==> src/rtl/pe_mac_array_cell.sv <==
// Systolic MAC cell with weight-stationary and output-stationary run modes plus registered east/south forwarding.
// Define PE_SAT_EN to clamp every sum to the ACC_W signed range and report clamps on ovf; otherwise sums wrap.
module pe_mac_array_cell #(
  parameter int DATA_W = 8,
  parameter int ACC_W  = 20
) (
  input  logic              clk,
  input  logic              rst,
  input  logic              mode,
  input  logic              start,
  input  logic              stop,
  input  logic              w_load,
  input  logic [DATA_W-1:0] a_in,
  input  logic              a_vld_in,
  input  logic [DATA_W-1:0] b_in,
  input  logic              b_vld_in,
  input  logic [ACC_W-1:0]  psum_in,
  output logic [DATA_W-1:0] a_out,
  output logic              a_vld_out,
  output logic [DATA_W-1:0] b_out,
  output logic              b_vld_out,
  output logic [ACC_W-1:0]  psum_out,
  output logic              psum_vld_out,
  output logic              busy,
  output logic              err,
  output logic              ovf
);
  localparam int PROD_W = 2 * DATA_W;

  typedef enum logic [1:0] {IDLE, RUN_WS, RUN_OS, DRAIN} state_e;

  // Returns {clamped, sum}; the clamp bit is always 0 in the wrapping build.
  function automatic logic [ACC_W:0] add_fit(input logic [ACC_W-1:0] x, input logic [PROD_W-1:0] p);
`ifdef PE_SAT_EN
    logic [ACC_W:0] s;
    s = (ACC_W+1)'($signed(x)) + (ACC_W+1)'($signed(p));
    if (s[ACC_W] != s[ACC_W-1])
      return {1'b1, s[ACC_W], {(ACC_W-1){~s[ACC_W]}}};
    return {1'b0, s[ACC_W-1:0]};
`else
    logic [ACC_W-1:0] s;
    s = x + ACC_W'($signed(p));
    return {1'b0, s};
`endif
  endfunction

  state_e              state_q, state_d;
  logic [DATA_W-1:0]   w_q, w_d;
  logic [ACC_W-1:0]    acc_q, acc_d;
  logic [ACC_W-1:0]    psum_q, psum_d;
  logic                psum_vld_q, psum_vld_d;
  logic                err_q, err_d;
  logic                ovf_q, ovf_d;
  logic [DATA_W-1:0]   a_q, b_q;
  logic                a_vld_q, b_vld_q;

  logic [PROD_W-1:0]   a_ext, w_ext, b_ext, ws_prod, os_prod;
  logic [ACC_W:0]      ws_fit, os_fit;

  // Operands are widened before multiplying so the product keeps all 2*DATA_W bits.
  assign a_ext   = PROD_W'($signed(a_in));
  assign w_ext   = PROD_W'($signed(w_q));
  assign b_ext   = PROD_W'($signed(b_in));
  assign ws_prod = a_ext * w_ext;
  assign os_prod = a_ext * b_ext;
  assign ws_fit  = add_fit(psum_in, ws_prod);
  assign os_fit  = add_fit(acc_q, os_prod);

  always_comb begin
    state_d    = state_q;
    w_d        = (w_load && b_vld_in) ? b_in : w_q;
    acc_d      = acc_q;
    psum_d     = psum_q;
    psum_vld_d = 1'b0;
    err_d      = err_q;
    ovf_d      = ovf_q;
    case (state_q)
      IDLE: begin
        if (start) begin
          state_d = mode ? RUN_OS : RUN_WS;
          err_d   = 1'b0;
          ovf_d   = 1'b0;
          acc_d   = '0;
        end
      end
      RUN_WS: begin
        if (a_vld_in) begin
          psum_d     = ws_fit[ACC_W-1:0];
          psum_vld_d = 1'b1;
          if (ws_fit[ACC_W]) ovf_d = 1'b1;
        end
        if (stop) state_d = IDLE;
      end
      RUN_OS: begin
        if (a_vld_in && b_vld_in) begin
          acc_d = os_fit[ACC_W-1:0];
          if (os_fit[ACC_W]) ovf_d = 1'b1;
        end else if (a_vld_in != b_vld_in) begin
          err_d = 1'b1;
        end
        // The stop-cycle pair is folded in before the result is presented in DRAIN.
        if (stop) begin
          psum_d     = acc_d;
          psum_vld_d = 1'b1;
          acc_d      = '0;
          state_d    = DRAIN;
        end
      end
      DRAIN: state_d = IDLE;
      default: state_d = IDLE;
    endcase
  end

  always_ff @(posedge clk or negedge rst) begin
    if (!rst) begin
      state_q    <= IDLE;
      w_q        <= '0;
      acc_q      <= '0;
      psum_q     <= '0;
      psum_vld_q <= 1'b0;
      err_q      <= 1'b0;
      ovf_q      <= 1'b0;
      a_q        <= '0;
      a_vld_q    <= 1'b0;
      b_q        <= '0;
      b_vld_q    <= 1'b0;
    end else begin
      state_q    <= state_d;
      w_q        <= w_d;
      acc_q      <= acc_d;
      psum_q     <= psum_d;
      psum_vld_q <= psum_vld_d;
      err_q      <= err_d;
      ovf_q      <= ovf_d;
      a_q        <= a_in;
      a_vld_q    <= a_vld_in;
      b_q        <= b_in;
      b_vld_q    <= b_vld_in;
    end
  end

  assign a_out        = a_q;
  assign a_vld_out    = a_vld_q;
  assign b_out        = b_q;
  assign b_vld_out    = b_vld_q;
  assign psum_out     = psum_q;
  assign psum_vld_out = psum_vld_q;
  assign busy         = (state_q != IDLE);
  assign err          = err_q;
  assign ovf          = ovf_q;
endmodule

==> config.mk <==
export PLATFORM = sky130hd
export DESIGN_NAME = pe_mac_array_cell
export DESIGN_NICKNAME = d
export VERILOG_FILES = /design/src/rtl/pe_mac_array_cell.sv
export SDC_FILE = /design/constraint.sdc
export NUM_CORES = 1
export LEC_CHECK = 0
export ABC_AREA = 1
export CAP_MARGIN = 20
export CORE_MARGIN = 2
export CORE_UTILIZATION = 40
export DETAILED_ROUTE_END_ITERATION = 7
export REMOVE_ABC_BUFFERS = 1
export SKIP_CTS_REPAIR_TIMING = 1
export SLEW_MARGIN = 25
export SYNTH_ARGS = -nofsm -noshare
export SYNTH_HDL_FRONTEND = slang
export SYNTH_SLANG_ARGS = --single-unit
export TNS_END_PERCENT = 1
==> constraint.sdc <==
create_clock -name clk -period 5.49 [get_ports clk]
set_input_delay 0.549 -clock clk [delete_from_list [all_inputs] [get_ports clk]]
set_output_delay 0.549 -clock clk [all_outputs]
set_load 0.01 [all_outputs]
Word level (Yosys, flattened, before mapping)
Cells that the tools add are included.

word-level totals
  input bits = 44
  word-level logic and storage cells = 53
  flip-flop bits (word level) = 70

cells by class
  multiplexer cells = 19
  reductions and logical operators = 10
  add/subtract/negate cells = 2
  multiply operators = 2
  equal/unequal tests = 10

operators by type and width
  cell                count
  $mux 20             5
  $pmux 20 s2         2
  $add 20x20->20      2
  $mul 8x8->16        2
  $ne 2x2->1 const B  6
  $mux 2              4
  $pmux 2 s4          1
  $reduce_and 3->1    2
  $reduce_bool 2->1   3
  $mux 1              5
  $eq 2x2->1 const B  2
  $pmux 1 s2          2
  $reduce_and 4->1    1
  $eq 2x1->1 const B  1
  $logic_and 1x1->1   2
  $logic_not 2->1     1
  $reduce_and 2->1    1
  $ne 1x1->1          1

Logic depth before layout (Yosys ltp)
  depth in word-level cells = 5
  mapped depth = 36
  gate-level depth less buffers = 34

Worst setup path before layout
Ideal clock, no wire load.

  kind = input port to flip-flop
  start = in b_in[2]
  end = reg acc_q[19]
  buffers on the path = 1
  path slack = -136 ps
  stages = 29
  arrival = 5,500 ps
  library setup time = 126 ps
  required time = 5,364 ps
  cell sequence = clkbuf_1 > nand2_1 > fa_1 > inv_1 > fa_1 > inv_1 > fa_1 > inv_1 > fa_1 > ha_1 > nand2_1 > inv_1 > a21oi_1 > nand3_1 > nand3_1 > nand2_1 > ha_1 > nand2_1 > inv_1 > nand3_1 > nor2_1 > nand3_1 > nand3_1 > nand3b_4 > nand3_1 > nand2_1 > nand2_1 > nand2_1 > o21ai_2

between the ends
  word-level cells in the longest chain between the ends = 5

RTL lines
  element               RTL line  source
  from (decl)           15        input logic [DATA_W-1:0] b_in,
  $mul 8x8->16          65        assign os_prod = a_ext * b_ext;
  $add 20x20->20        42        s = x + ACC_W'($signed(p));
  $mux 20               95        if (a_vld_in && b_vld_in) begin
  $mux 20               102       if (stop) begin
  $pmux 20 s2           77        case (state_q)
  to (signal assigned)  118       acc_q <= '0;
  to (signal assigned)  130       acc_q <= acc_d;
  to (decl)             49        logic [ACC_W-1:0] acc_q, acc_d;

No other way between the ends.
A chain may end at the register's enable or synchronous reset.

Worst setup path in the final report
  start = in a_in[6]
  end = reg psum_q[19] (netlist: psum_out[19])

between the ends
  word-level cells in the longest chain between the ends = 5
  elaborated cells between the ends (all ways) = 8
  classes of those cells = add/sub (2); mul (2); mux (4)

RTL lines
  element               RTL line  source
  from (decl)           13        input logic [DATA_W-1:0] a_in,
  $mul 8x8->16          65
  $add 20x20->20        42
  $mux 20               95
  $mux 20               102
  $pmux 20 s2 (*)       77
  to (signal assigned)  131       psum_q <= psum_d;
  to (decl)             50        logic [ACC_W-1:0] psum_q, psum_d;

Every way passes the cells marked *; elsewhere a longest branch is shown, timed or not. The select of a mux whose other input is x is not followed.

==> flow_metrics.env <==
export IMPL_arrival_ps=5880
export IMPL_cp_depth=29
export IMPL_cts_root_buf="clkbuf_16"
export IMPL_synth_flop_cell="dfrtp_1"
export IMPL_max_freq_ghz=0.1775
export IMPL_drt_wirelength_per_cell_um=14.58
export IMPL_die_h_um=166.9
export IMPL_cts_tree="built"
export IMPL_rsz0062_at_grt="yes"
export IMPL_syn_avg_cell_area_um2=7.096
export IMPL_drt_iter0_drc=614
export IMPL_critPathMostFrequentCell="nand2_1"
export IMPL_timing_final_crit_share_pct=102.6
export IMPL_path_buf_inv=6
export IMPL_numCtsBuffers=9
export IMPL_critical_path_max_stage_delay_ps=580
export IMPL_ios=86
export IMPL_cp_max_fo=5
export IMPL_pre_cts_ws_ps=-1088
export IMPL_clk_pin_slew_ps=70
export IMPL_ant_nets=0
export IMPL_route_detailed_drc=0
export IMPL_grt_pass1_vias=10526
export IMPL_critPathCapture="psum_out[19]"
export IMPL_status="finished with violations"
export IMPL_rows=59
export IMPL_gp_congestion=0.8817
export IMPL_initial_core_util_pct=40.71
export IMPL_mappedNetlistArea_um2=10610
export IMPL_core_um2=26060
export IMPL_violations="negative setup slack"
export IMPL_synth_top_area_cell="fa_1"
export IMPL_die_w_um=166.9
export IMPL_drive_gt1_share_pct=21.08
export IMPL_clock_path_buffers=2
export IMPL_fillCellCount=2528
export IMPL_drv_slew=0
export IMPL_startpoint_type="primary input"
export IMPL_vias=10199
export IMPL_async_reset_ff_share_pct=100.0
export IMPL_synth_top_area_share_pct=21.13
export IMPL_synthCells=1495
export IMPL_ys_ff_latch=70
export IMPL_syn_to_final_growth_pct=33.33
export IMPL_htreeDepth=3
export IMPL_synth_distinct_cells=43
export IMPL_fin_worst_skew_ps=8.694
export IMPL_critPathTopFamily="adder cells"
export IMPL_critPathLaunch="a_in[6]"
export IMPL_hold_viol_final=0
export IMPL_ys_warn_count=0
export IMPL_hold_path_class="in -> async"
export IMPL_endpoint_kind="register"
export IMPL_grt_max_degree=71
export IMPL_routed_wl_um=30610
export IMPL_dieArea_um2=27840
export IMPL_cp_slowest_cell="fa_2"
export IMPL_antenna_found_initial=0
export IMPL_track_usage_pct=22.60
export IMPL_grt_ovfl_total=0
export IMPL_rr_endpoint="psum_out[15]"
export IMPL_reg2reg_depth=26
export IMPL_via_per_inst=4.857
export IMPL_cts_sinks=70
export IMPL_grt_pass1_wl_um=51420
export IMPL_ys_seq_area_share_pct=16.51
export IMPL_reg2reg_setup_slack_ps=110
export IMPL_synth_area_leaders="fa_1 (21%), dfrtp_1 (17%), nand2_1 (14%), inv_1 (12%), ha_1 (12%)"
export IMPL_cp_required_ps=5740
export IMPL_worstSkewPairLatency_ps=350
export IMPL_dp_hpwl_um=25150
export IMPL_final_nets=2019
export IMPL_setup_viol=4
export IMPL_dr_pass1_iters=5
export IMPL_fin_crit_ps=5633
export IMPL_antenna_cells=0
export IMPL_synth_edf_count=0
export IMPL_crit_type="in -> reg"
export IMPL_cap_violations=0
export IMPL_holdWs_ps=214.4
export IMPL_io_buffers=84
export IMPL_r2r_start="w_q[3]"
export IMPL_tightest_slew_ps=715.6
export IMPL_postLayoutSetupSlackWorst_ps=-142.9
export IMPL_slew_headroom_pct=52.29
==> routing by layer <==
metal | GRT usage, % | vias to the layer above | wire length (um)
met4 | 4.610 | 0 | 420
met1 | 31.34 | 4889 | 14340
met2 | 38.67 | 186 | 14790
met3 | 1.996 | 31 | 1056
met5 | 0 | - | 0
li1 | - | 5093 | -
==> registers in the layout, summed over array words and instances (netlist names) <==
register	cells
psum_vld_out	1
b_vld_out	1
a_out	8
err	1
b_out	8
w_q	8
acc_q	20
state_q	2
psum_out	20
a_vld_out	1
==> worst reg2reg max path, stage by stage (launching register included) <==
cell and delay, ps:
dfrtp_1 440, nand2_1 100, inv_1 60, buf_4 130, fa_1 470, inv_1 50
fa_1 560, inv_1 60, fa_1 490, fa_1 410, ha_1 300, buf_4 160
nand2_2 70, inv_1 40, nand2_1 80, nand3_1 110, a31oi_1 200, xnor2_1 150
ha_1 390, nand2_1 120, buf_4 150, nor3_1 190, nor2_1 100, a21o_1 190
nand3_1 120, nand3_1 90, nand2_1 90
==> synthesized netlist by cell type, types with 2 or more instances <==
cell	count
a21boi_1	2
a21o_1	10
a21oi_1	66
a21oi_2	6
a22o_1	4
a22oi_1	2
a31oi_1	5
buf_2	8
clkbuf_1	31
clkinv_1	2
dfrtp_1	70
fa_1	112
ha_1	103
inv_1	349
inv_2	3
mux2_2	7
nand2_1	408
nand2_2	6
nand3_1	96
nand3_2	2
nand3b_1	3
nand4_1	17
nor2_1	70
nor2_2	3
nor3_1	5
o211ai_1	4
o21ai_0	38
o21ai_1	11
o22ai_1	6
o31ai_1	2
or2_2	4
xnor2_1	13
xor2_1	17
==> layout by cell type (no fill, tap or decap), types with 4 or more instances in the layout <==
cell type and count:
dlymetal6s2s_1 8, o21ai_0 30, a21o_1 10, or2_2 4, a21oi_1 46, nand3_1 87, a22o_1 4, ha_1 84
fa_2 5, nand2_1 397, clkbuf_2 7, buf_4 199, dfrtp_1 70, inv_2 15, clkdlybuf4s50_1 67, inv_1 336
ha_4 19, o211ai_1 4, nand4_1 17, nand2_2 15, xnor2_1 12, a21oi_2 26, o21ai_1 16, o21ai_2 4
nand3_2 10, buf_6 11, xor2_1 17, fa_1 107, clkbuf_16 9, o22ai_1 6, nor2_2 16, mux2_2 7
nor3_1 5, nor2_1 54
==> cell type report <==
cell class	count	area [um^2]	share of cell area [%]
clock inverter	7	105.1	0.7430
multi-input combinational	1031	7879	55.70
inverter	354	1331	9.412
clock buffer	9	225.2	1.592
timing repair buffer	294	2434	17.20
tap	335	419.2	2.963
sequential	70	1752	12.38
==> per-stage QoR <==
step                      utilization [%]  std cells  setup TNS (ps)  cell area (um^2)
after floorplan                         -       1455               0             10450
after global placement              50.79       2078          -16340             13230
after detailed placement            50.79       2078          -17100             13230
after CTS                           52.05       2094           -8468             13560
after global routing                54.28       2100           -3016             14140
final                               54.28       2100          -343.7             14140
==> worst min-delay path by stage <==
stage | start | endpoint | slack (ps) | cells past startpoint
after CTS | rst | acc_q[10] | 390 | 1
after global placement | psum_out[12] | psum_out[12] | 470 | 2
after global routing | rst | acc_q[16] | 260 | 1
after floorplan | rst | a_out[0] | 250 | 0
final | rst | a_vld_out | 210 | 1
after detailed placement | psum_out[10] | psum_out[10] | 470 | 2
==> logic make-up after synthesis <==
family	synth area share (%)
AO/OA/AOI/OAI	8.692
XOR/XNOR	2.477
adder cells (fa/ha/maj)	33.28
buffers and inverters	14.07
flip-flops	16.51
multiplexers	0.7431
other	0.03535
AND/OR/NAND/NOR	24.19
Power is not shown: default switching activity piles up to over one toggle a cycle in this logic, so the estimate is an artifact.
